`config.mk`:
```
export PLATFORM = sky130hd
export DESIGN_NAME = fetch_stage_flat
export DESIGN_NICKNAME = d
export VERILOG_FILES = /design/src/rtl/fetch_stage_if.sv /design/src/rtl/fetch_stage.sv /design/src/flat_wrapper.sv
export SDC_FILE = /design/constraint.sdc
export NUM_CORES = 1
export LEC_CHECK = 0
export CORE_MARGIN = 4
export CORE_UTILIZATION = 42
export CTS_CLUSTER_DIAMETER = 40
export DETAILED_ROUTE_END_ITERATION = 10
export GPL_ROUTABILITY_DRIVEN = 0
export MAX_ROUTING_LAYER = met4
export PLACE_DENSITY = 0.77
export SYNTH_ARGS = -nofsm -noshare
export SYNTH_HDL_FRONTEND = slang
export SYNTH_SLANG_ARGS = --single-unit
```
`constraint.sdc`:
```
create_clock -name clk -period 5.4 [get_ports clk]
set_clock_uncertainty 0.15 [all_clocks]
set_input_delay 1.08 -clock clk [delete_from_list [all_inputs] [get_ports clk]]
set_output_delay 1.08 -clock clk [all_outputs]
set_load 0.05 [all_outputs]
```
`src/rtl/fetch_stage_if.sv`:
```
// Fetch-stage bus bundle: instruction-memory port, execute redirect and the IF/ID handshake to decode.
// The master modport is the fetch stage's view, and the slave modport is the environment's view.
interface fetch_stage_if;
    logic [31:0] imem_addr;
    logic [31:0] imem_data;
    logic        redirect_valid;
    logic [31:0] redirect_pc;
    logic        out_valid;
    logic        out_ready;
    logic [31:0] out_instr;
    logic [31:0] out_pc;
    logic [31:0] out_pc_plus4;

    modport master (
        output imem_addr,
        input  imem_data,
        input  redirect_valid,
        input  redirect_pc,
        output out_valid,
        input  out_ready,
        output out_instr,
        output out_pc,
        output out_pc_plus4
    );

    modport slave (
        input  imem_addr,
        output imem_data,
        output redirect_valid,
        output redirect_pc,
        input  out_valid,
        output out_ready,
        input  out_instr,
        input  out_pc,
        input  out_pc_plus4
    );
endinterface

```
`src/rtl/fetch_stage.sv`:
```
// Instruction-fetch stage: owns the PC, captures combinational imem words into an IF/ID register,
// honours execute redirects with flush, and parks in HALT on an all-zero (unprogrammed) word.
module fetch_stage #(
    parameter logic [31:0] RESET_PC = 32'h0000_0000,
    parameter int          CNT_W    = 32
) (
    input  logic             clk,
    input  logic             reset,
    fetch_stage_if.master    bus,
    output logic             halted,
    output logic             misalign_err,
    output logic [CNT_W-1:0] instr_count
);

    typedef enum logic [1:0] {
        ST_BOOT = 2'd0,
        ST_RUN  = 2'd1,
        ST_HALT = 2'd2
    } state_t;

    state_t           state_r;
    state_t           state_nxt_s;
    logic [31:0]      pc_r;
    logic [31:0]      pc_nxt_s;
    logic [31:0]      pc_plus4_s;
    logic [31:0]      redirect_tgt_s;
    logic             advance_s;
    logic             zero_word_s;
    logic             capture_s;
    logic             out_valid_nxt_s;
    logic             handshake_s;
    logic             out_valid_r;
    logic [31:0]      out_instr_r;
    logic [31:0]      out_pc_r;
    logic [31:0]      out_pc_plus4_r;
    logic             halted_r;
    logic             misalign_err_r;
    logic [CNT_W-1:0] instr_count_r;

    assign pc_plus4_s     = pc_r + 32'd4;
    assign redirect_tgt_s = {bus.redirect_pc[31:2], 2'b00};
    assign advance_s      = !out_valid_r || bus.out_ready;
    assign zero_word_s    = (bus.imem_data == 32'h0000_0000);
    assign handshake_s    = out_valid_r && bus.out_ready;

    // State register.
    always_ff @(posedge clk or posedge reset) begin
        if (reset) begin
            state_r <= ST_BOOT;
        end else begin
            state_r <= state_nxt_s;
        end
    end

    // Next-state logic; a redirect overrides everything, including a zero word or a stall.
    always_comb begin
        state_nxt_s = state_r;
        if (bus.redirect_valid) begin
            state_nxt_s = ST_RUN;
        end else begin
            case (state_r)
                ST_BOOT: state_nxt_s = ST_RUN;
                ST_RUN: begin
                    if (advance_s && zero_word_s) begin
                        state_nxt_s = ST_HALT;
                    end else begin
                        state_nxt_s = ST_RUN;
                    end
                end
                ST_HALT: state_nxt_s = ST_HALT;
                default: state_nxt_s = ST_BOOT;
            endcase
        end
    end

    // Output/datapath decode: next PC, IF/ID capture enable and next out_valid.
    always_comb begin
        pc_nxt_s        = pc_r;
        capture_s       = 1'b0;
        out_valid_nxt_s = out_valid_r;
        if (bus.redirect_valid) begin
            pc_nxt_s        = redirect_tgt_s;
            out_valid_nxt_s = 1'b0;
        end else if ((state_r == ST_RUN) && advance_s) begin
            if (!zero_word_s) begin
                pc_nxt_s        = pc_plus4_s;
                capture_s       = 1'b1;
                out_valid_nxt_s = 1'b1;
            end else begin
                out_valid_nxt_s = 1'b0;
            end
        end else begin
            pc_nxt_s        = pc_r;
            out_valid_nxt_s = out_valid_r;
        end
    end

    // Program counter.
    always_ff @(posedge clk or posedge reset) begin
        if (reset) begin
            pc_r <= RESET_PC;
        end else begin
            pc_r <= pc_nxt_s;
        end
    end

    // IF/ID register; a flush only drops out_valid, the payload may go stale.
    always_ff @(posedge clk or posedge reset) begin
        if (reset) begin
            out_valid_r    <= 1'b0;
            out_instr_r    <= 32'h0000_0000;
            out_pc_r       <= 32'h0000_0000;
            out_pc_plus4_r <= 32'h0000_0000;
        end else begin
            out_valid_r <= out_valid_nxt_s;
            if (capture_s) begin
                out_instr_r    <= bus.imem_data;
                out_pc_r       <= pc_r;
                out_pc_plus4_r <= pc_plus4_s;
            end
        end
    end

    // Status flags: halted tracks the HALT state, misalign pulses for one cycle per bad redirect.
    always_ff @(posedge clk or posedge reset) begin
        if (reset) begin
            halted_r       <= 1'b0;
            misalign_err_r <= 1'b0;
        end else begin
            halted_r       <= (state_nxt_s == ST_HALT);
            misalign_err_r <= bus.redirect_valid && (bus.redirect_pc[1:0] != 2'b00);
        end
    end

    // Completed-handshake counter; a handshake on a redirect edge still counts.
    always_ff @(posedge clk or posedge reset) begin
        if (reset) begin
            instr_count_r <= {CNT_W{1'b0}};
        end else if (handshake_s) begin
            instr_count_r <= instr_count_r + {{(CNT_W-1){1'b0}}, 1'b1};
        end
    end

    assign bus.imem_addr    = pc_r;
    assign bus.out_valid    = out_valid_r;
    assign bus.out_instr    = out_instr_r;
    assign bus.out_pc       = out_pc_r;
    assign bus.out_pc_plus4 = out_pc_plus4_r;
    assign halted           = halted_r;
    assign misalign_err     = misalign_err_r;
    assign instr_count      = instr_count_r;

endmodule

```
`src/flat_wrapper.sv`:
```
// flat-port wrapper written by rule: the top's interface ports become plain ports
module fetch_stage_flat 
#(
    parameter logic [31:0] RESET_PC = 32'h0000_0000,
    parameter int          CNT_W    = 32
)
  (clk, reset, halted, misalign_err, instr_count, bus_imem_addr, bus_imem_data, bus_redirect_valid, bus_redirect_pc, bus_out_valid, bus_out_ready, bus_out_instr, bus_out_pc, bus_out_pc_plus4);
  fetch_stage_if bus_i ();
  input  logic clk;
  input  logic reset;
  output logic halted;
  output logic misalign_err;
  output logic [CNT_W-1:0] instr_count;
  output wire logic [$bits(bus_i.imem_addr)-1:0] bus_imem_addr;
  input wire logic [$bits(bus_i.imem_data)-1:0] bus_imem_data;
  input wire logic [$bits(bus_i.redirect_valid)-1:0] bus_redirect_valid;
  input wire logic [$bits(bus_i.redirect_pc)-1:0] bus_redirect_pc;
  output wire logic [$bits(bus_i.out_valid)-1:0] bus_out_valid;
  input wire logic [$bits(bus_i.out_ready)-1:0] bus_out_ready;
  output wire logic [$bits(bus_i.out_instr)-1:0] bus_out_instr;
  output wire logic [$bits(bus_i.out_pc)-1:0] bus_out_pc;
  output wire logic [$bits(bus_i.out_pc_plus4)-1:0] bus_out_pc_plus4;
  assign bus_imem_addr = bus_i.imem_addr;
  assign bus_i.imem_data = bus_imem_data;
  assign bus_i.redirect_valid = bus_redirect_valid;
  assign bus_i.redirect_pc = bus_redirect_pc;
  assign bus_out_valid = bus_i.out_valid;
  assign bus_i.out_ready = bus_out_ready;
  assign bus_out_instr = bus_i.out_instr;
  assign bus_out_pc = bus_i.out_pc;
  assign bus_out_pc_plus4 = bus_i.out_pc_plus4;
  fetch_stage #(.RESET_PC(RESET_PC), .CNT_W(CNT_W)) u_core (.clk(clk), .reset(reset), .bus(bus_i), .halted(halted), .misalign_err(misalign_err), .instr_count(instr_count));
endmodule
```
# Word level (Yosys, flattened, before mapping)
# Cells that the tools add are included.
[word_totals]
reg_bits = 165
inputBits = 68
output_inout_bits = 163
wordCells = 37
[op_classes]
addsub = 2
n_eq_ne = 4
muxes = 11
n_reduce_logical = 11
[ops]
columns = ["op", "count"]
rows = [
  ["32-bit two-way mux", 3],
  ["32-bit by 1-bit adder with 32-bit output, second input constant", 1],
  ["32-bit by 3-bit adder with 32-bit output, second input constant", 1],
  ["32-bit logical NOT", 1],
  ["2-bit one-hot mux with 3 select lines", 1],
  ["1-bit two-way mux", 5],
  ["2-bit == test, second input constant", 2],
  ["1-bit logical AND", 4],
  ["2-bit two-way mux", 2],
  ["2-bit nonzero test", 2],
  ["2-bit by 1-bit == test with 1-bit output, second input constant", 1],
  ["2-bit logical NOT", 1],
  ["2-bit != test, second input constant", 1],
  ["2-bit AND reduction", 1],
  ["1-bit logical NOT", 1],
  ["1-bit logical OR", 1],
]

# Logic depth before layout (Yosys ltp)
[logic_depth]
ltp_word = 7
ltp_mapped = 8
ltp_nobuf = 6

# Worst setup path before layout
# No wires, ideal clock.
[synth_path]
path_kind = "input to register"
from = "input bus_imem_data[1]"
to = "register u_core.pc_r[25], in the netlist u_core.bus.imem_addr[25]"
arrival_ns = 2.679
setup_slack_ns = 2.489
stages = 7
path_buffers = 2
path_cell_list = "nor4_1 nand4_1 o21ai_0 clkbuf_1 clkbuf_1 o21ai_0 a31oi_1"
[synth_via]
elab_chain_cells = 3
[synth_lines]
columns = ["item", "line", "text"]
rows = [
  ["start: declaration", "flat_wrapper.sv:15", "input wire logic [$bits(bus_i.imem_data)-1:0] bus_imem_data;"],
  ["32-bit logical NOT", "fetch_stage.sv:43", "assign zero_word_s = (bus.imem_data == 32'h0000_0000);"],
  ["2-bit != test (no line)", "-", ""],
  ["2-bit AND reduction (no line)", "-", ""],
  ["end signal: assignment", "fetch_stage.sv:103", "pc_r <= pc_nxt_s;"],
  ["end: declaration", "fetch_stage.sv:23", "logic [31:0] pc_r;"],
]
# Every way passes these cells.
# A chain may end at the register's enable or synchronous reset.

# Final worst setup path
[layout_path]
from = "input bus_imem_data[4]"
to = "register u_core.out_pc_plus4_r[24], in the netlist u_core.bus.out_pc_plus4[24]"
[layout_via]
elab_chain_cells = 4
[layout_lines]
columns = ["item", "line", "text"]
rows = [
  ["32-bit logical NOT", "fetch_stage.sv:43", ""],
  ["1-bit two-way mux", "fetch_stage.sv:85", "if (!zero_word_s) begin"],
  ["1-bit two-way mux", "fetch_stage.sv:84", "end else if ((state_r == ST_RUN) && advance_s) begin"],
  ["1-bit two-way mux", "fetch_stage.sv:81", "if (bus.redirect_valid) begin"],
  ["end signal: assignment", "fetch_stage.sv:119", "out_pc_plus4_r <= pc_plus4_s;"],
  ["end: declaration", "fetch_stage.sv:35", "logic [31:0] out_pc_plus4_r;"],
]
# Every way passes these cells.

==> metrics.csv <==
stage,metric,value,unit
cells_and_area,Syn-to-layout area delta,42.7,%
clock_tree,Worst-Skew Late Latency,410,ps
cells_and_area,fraction of layout cells with a size suffix above 1,5.29,%
clock_tree,number of CTS-inserted buffers,17,
die,overall die area,19300,sq um
setup_path,"critical path fanouts, max",117,
clock_tree,clock slew seen by the registers of the worst setup and hold paths,60,ps
routing,vias after detailed routing,6293,
yosys,dominant cell type by area after synthesis,dfrtp_1,
yosys,number of storage elements in the synthesis netlist,159,
yosys,unique cell type count in the Yosys netlist,42,
routing,post-detailed-route DRC marker count,0,
timing,portion of the clock cycle consumed by the worst path in the final layout,69.0,%
routing,Starting DRT DRC Count,322,
power_and_ir_drop,power per standard cell area,380,nW/um^2
setup_path,crit path capture type,flip-flop,
setup_path,launch point of the worst reg-to-reg path,u_core.bus.imem_addr[2]$_DFFE_PP0P_,
cells_and_area,area of all placed cells without fillers,10300,sq um
yosys,most used standard cell by instance count after synthesis,nand2_1,
yosys,Yosys warning count,0,
die,horizontal die dimension,139,um
routing,Routed WL,20100,um
setup_path,critical path startpoint,bus_imem_data[4],
setup_path,category of the critical setup timing path,in -> reg,
setup_path,Buffers & Inverters on Critical Path,2,
outcome,outcome,finished clean,
cells_and_area,# nets final,1058,
setup_path,"Arr. time, crit path",3840,ps
yosys,share of the yosys chip area belonging to registers,55.3,%
routing,number of vias per cell,5.15,
setup_path,CP Data Required Time,5510,ps
cells_and_area,post-route insts no fill,1222,
global_routing,total grt overflow,0,
global_routing,global-route wire length before repair,32600,um
timing,Fmax,268,MHz
timing,RSZ-0062 raised after global routing,no,
clock_tree,# hold bufs at CTS,0,
timing,aggregate negative setup slack,0,ps
min_path,Worst Min Path Start,u_core.instr_count[31]$_DFFE_PP0P_,
power_and_ir_drop,Final Total Pwr,3.91,mW
setup_path,CP top delay family,simple AND/OR/NAND/NOR gates,
placement,IO Port Bufs,224,
routing,total iterations of the first detailed-routing run,4,
timing,actual transition at the worst max-transition pin,870,ps
clock_tree,TritonCTS clock tree,yes,
yosys,Syn Area/Cell,9.23,sq um
clock_tree,maximum count of clock buffers along a single path,2,
timing,number of hold violations in the final report,0,
min_path,HP Class,reg -> reg,
timing,max-slew violation count,0,
clock_tree,cell chosen for the clock root,clkbuf_16,
clock_tree,postcts setup bufs,0,
yosys,most used standard cells in the synthesized netlist,"254 x nand2_1, 159 x dfrtp_1, 57 x o21ai_0",
clock_tree,Clock Sink Count,159,
die,# IOs,231,
cells_and_area,final core area utilization,61.5,%
global_routing,number of global-route vias before repair,6150,
placement,number of cells in the design after placement,1189,
yosys,number of enable-type register cells in the synthesized netlist,0,
die,count of standard-cell rows,47,
global_routing,initial antenna violation count,1,
die,initial cell density of the core,43.1,%
timing,Max-Slew Margin vs Limit,41.9,%
die,Core Footprint,16700,sq um
setup_path,Slowest cell on crit path,nand4_1,
power_and_ir_drop,Lkg Pwr,4.43,nW
setup_path,critical path cell sequence,clkdlybuf4s50_1 -> nor4_1 -> nand4_1 -> o211ai_1 -> buf_12 -> o21ai_0,
routing,Routed wire per std cell,16.4,um
clock_tree,number of instances resized during post-cts repair,0,
clock_tree,count of H-tree levels built during CTS,4,
placement,dpl cell area,9630,sq um
power_and_ir_drop,Worst IR Drop VDD,233,uV
global_routing,GRT Total Usage,21.4,%
setup_path,CP peak stage delay,610,ps
yosys,fraction of registers with async set or reset after synthesis,100,%
cells_and_area,final-layout fill cell count,1445,
setup_path,launching element type of the critical path,primary input,
yosys,most instantiated flip-flop cell in the synthesis netlist,dfrtp_1,
yosys,cells taking the most area after synthesis,"dfrtp_1 55%, nand2_1 13%, xnor2_1 4.5%",
global_routing,pin count of the biggest net entering global routing,118,
timing,time the final worst path needs with I/O delays and setup,3730,ps
yosys,combined area of all synthesized cells,7200,sq um
job,number of max-cap violations,0,
placement,Detail Placement HPWL,14300,um
yosys,number of instances in the synthesized netlist,780,
timing,final setup fails,0,
die,Chip Height,139,um
routing,number of nets with antenna violations after detailed routing,0,
yosys,area fraction of the dominant cell type after synthesis,55.3,%
==> cells in the final DEF, fill, tap and decap left out, types with 17 or more instances in the layout <==
| cell type | instances |
|---|---|
| nand2_1 | 254 |
| clkdlybuf4s50_1 | 224 |
| dfrtp_1 | 159 |
| o21ai_0 | 56 |
| xnor2_1 | 37 |
| nor2_1 | 34 |
| xor2_1 | 32 |
| nand3_1 | 26 |
| nand4_1 | 21 |
| clkbuf_16 | 17 |
==> worst register-to-register path: stages, from the launching register on <==
cell and delay (ps):
dfrtp_1 490, ha_1 350, and2_0 510, and3_1 310
o211ai_1 250, or3_1 390, a31oi_1 170
==> logic make-up after synthesis <==
group	Yosys count	share of synthesized area, %
DFF	159	55.3
and+or+nand+nor	398	24.6
other	1	0.0521
xor gates and xnor gates	69	8.39
AOI/OAI and AO/OA	95	7.79
adders and majority gates	2	0.348
muxes	2	0.295
buffers and inverters	54	3.25
==> layer usage <==
| layer | wire length (um) | track usage, % |
|---|---|---|
| met1 | 9130 | 28.2 |
| met2 | 9530 | 33.0 |
| met3 | 1030 | 5.21 |
| met4 | 386 | 6.33 |
| met5 | 0 | - |
==> sequential cells by signal, summed over array words and instances (netlist names) <==
register                 cells
u_core.bus.imem_addr        30
u_core.bus.out_instr        32
u_core.bus.out_pc           30
u_core.bus.out_pc_plus4     30
u_core.bus.out_valid         1
u_core.halted                1
u_core.instr_count          32
u_core.misalign_err          1
u_core.state_r               2
==> final timing paths <==
| path | cells past startpoint | slack [ps] | end |
|---|---|---|---|
| min | 1 | 320 | u_core.instr_count[31]$_DFFE_PP0P_ |
| max reg2reg | 6 | 2700 | u_core.bus.imem_addr[14]$_DFFE_PP0P_ |
| max in group asynchronous | 3 | 3060 | u_core.bus.imem_addr[10]$_DFFE_PP0P_ |
| min in group asynchronous | 2 | 1040 | u_core.bus.out_instr[5]$_DFFE_PP0P_ |
| min reg2reg | 1 | 320 | u_core.instr_count[31]$_DFFE_PP0P_ |
| max | 6 | 1670 | u_core.bus.out_pc_plus4[24]$_DFFE_PP0P_ |
==> cell type report <==
cell class / instances / area [sq um] / area share (%)
Sequential cell: 159 / 3980 / 38.7
Multi-Input combinational cell: 572 / 3020 / 29.4
Timing Repair Buffer: 232 / 2330 / 22.6
Antenna cell: 1 / 2.50 / 0.0244
Clock inverter: 14 / 205 / 2.00
Inverter: 6 / 26.3 / 0.256
Tap cell: 220 / 275 / 2.68
Clock buffer: 18 / 439 / 4.27
==> through the flow <==
step,hold WS (ps),setup slack [ps]
final,320,1670
after global routing,340,1510
after CTS,327,1750
after detailed placement,312,1310
after global placement,308,1440
after floorplan,383,2160
==> power by group <==
group	switching, mW	leakage [nW]	internal [mW]
clock network	0.503	0.302	0.796
registers	0.138	1.98	1.33
logic	0.764	2.15	0.374
Power figures use the tool's default switching activity.
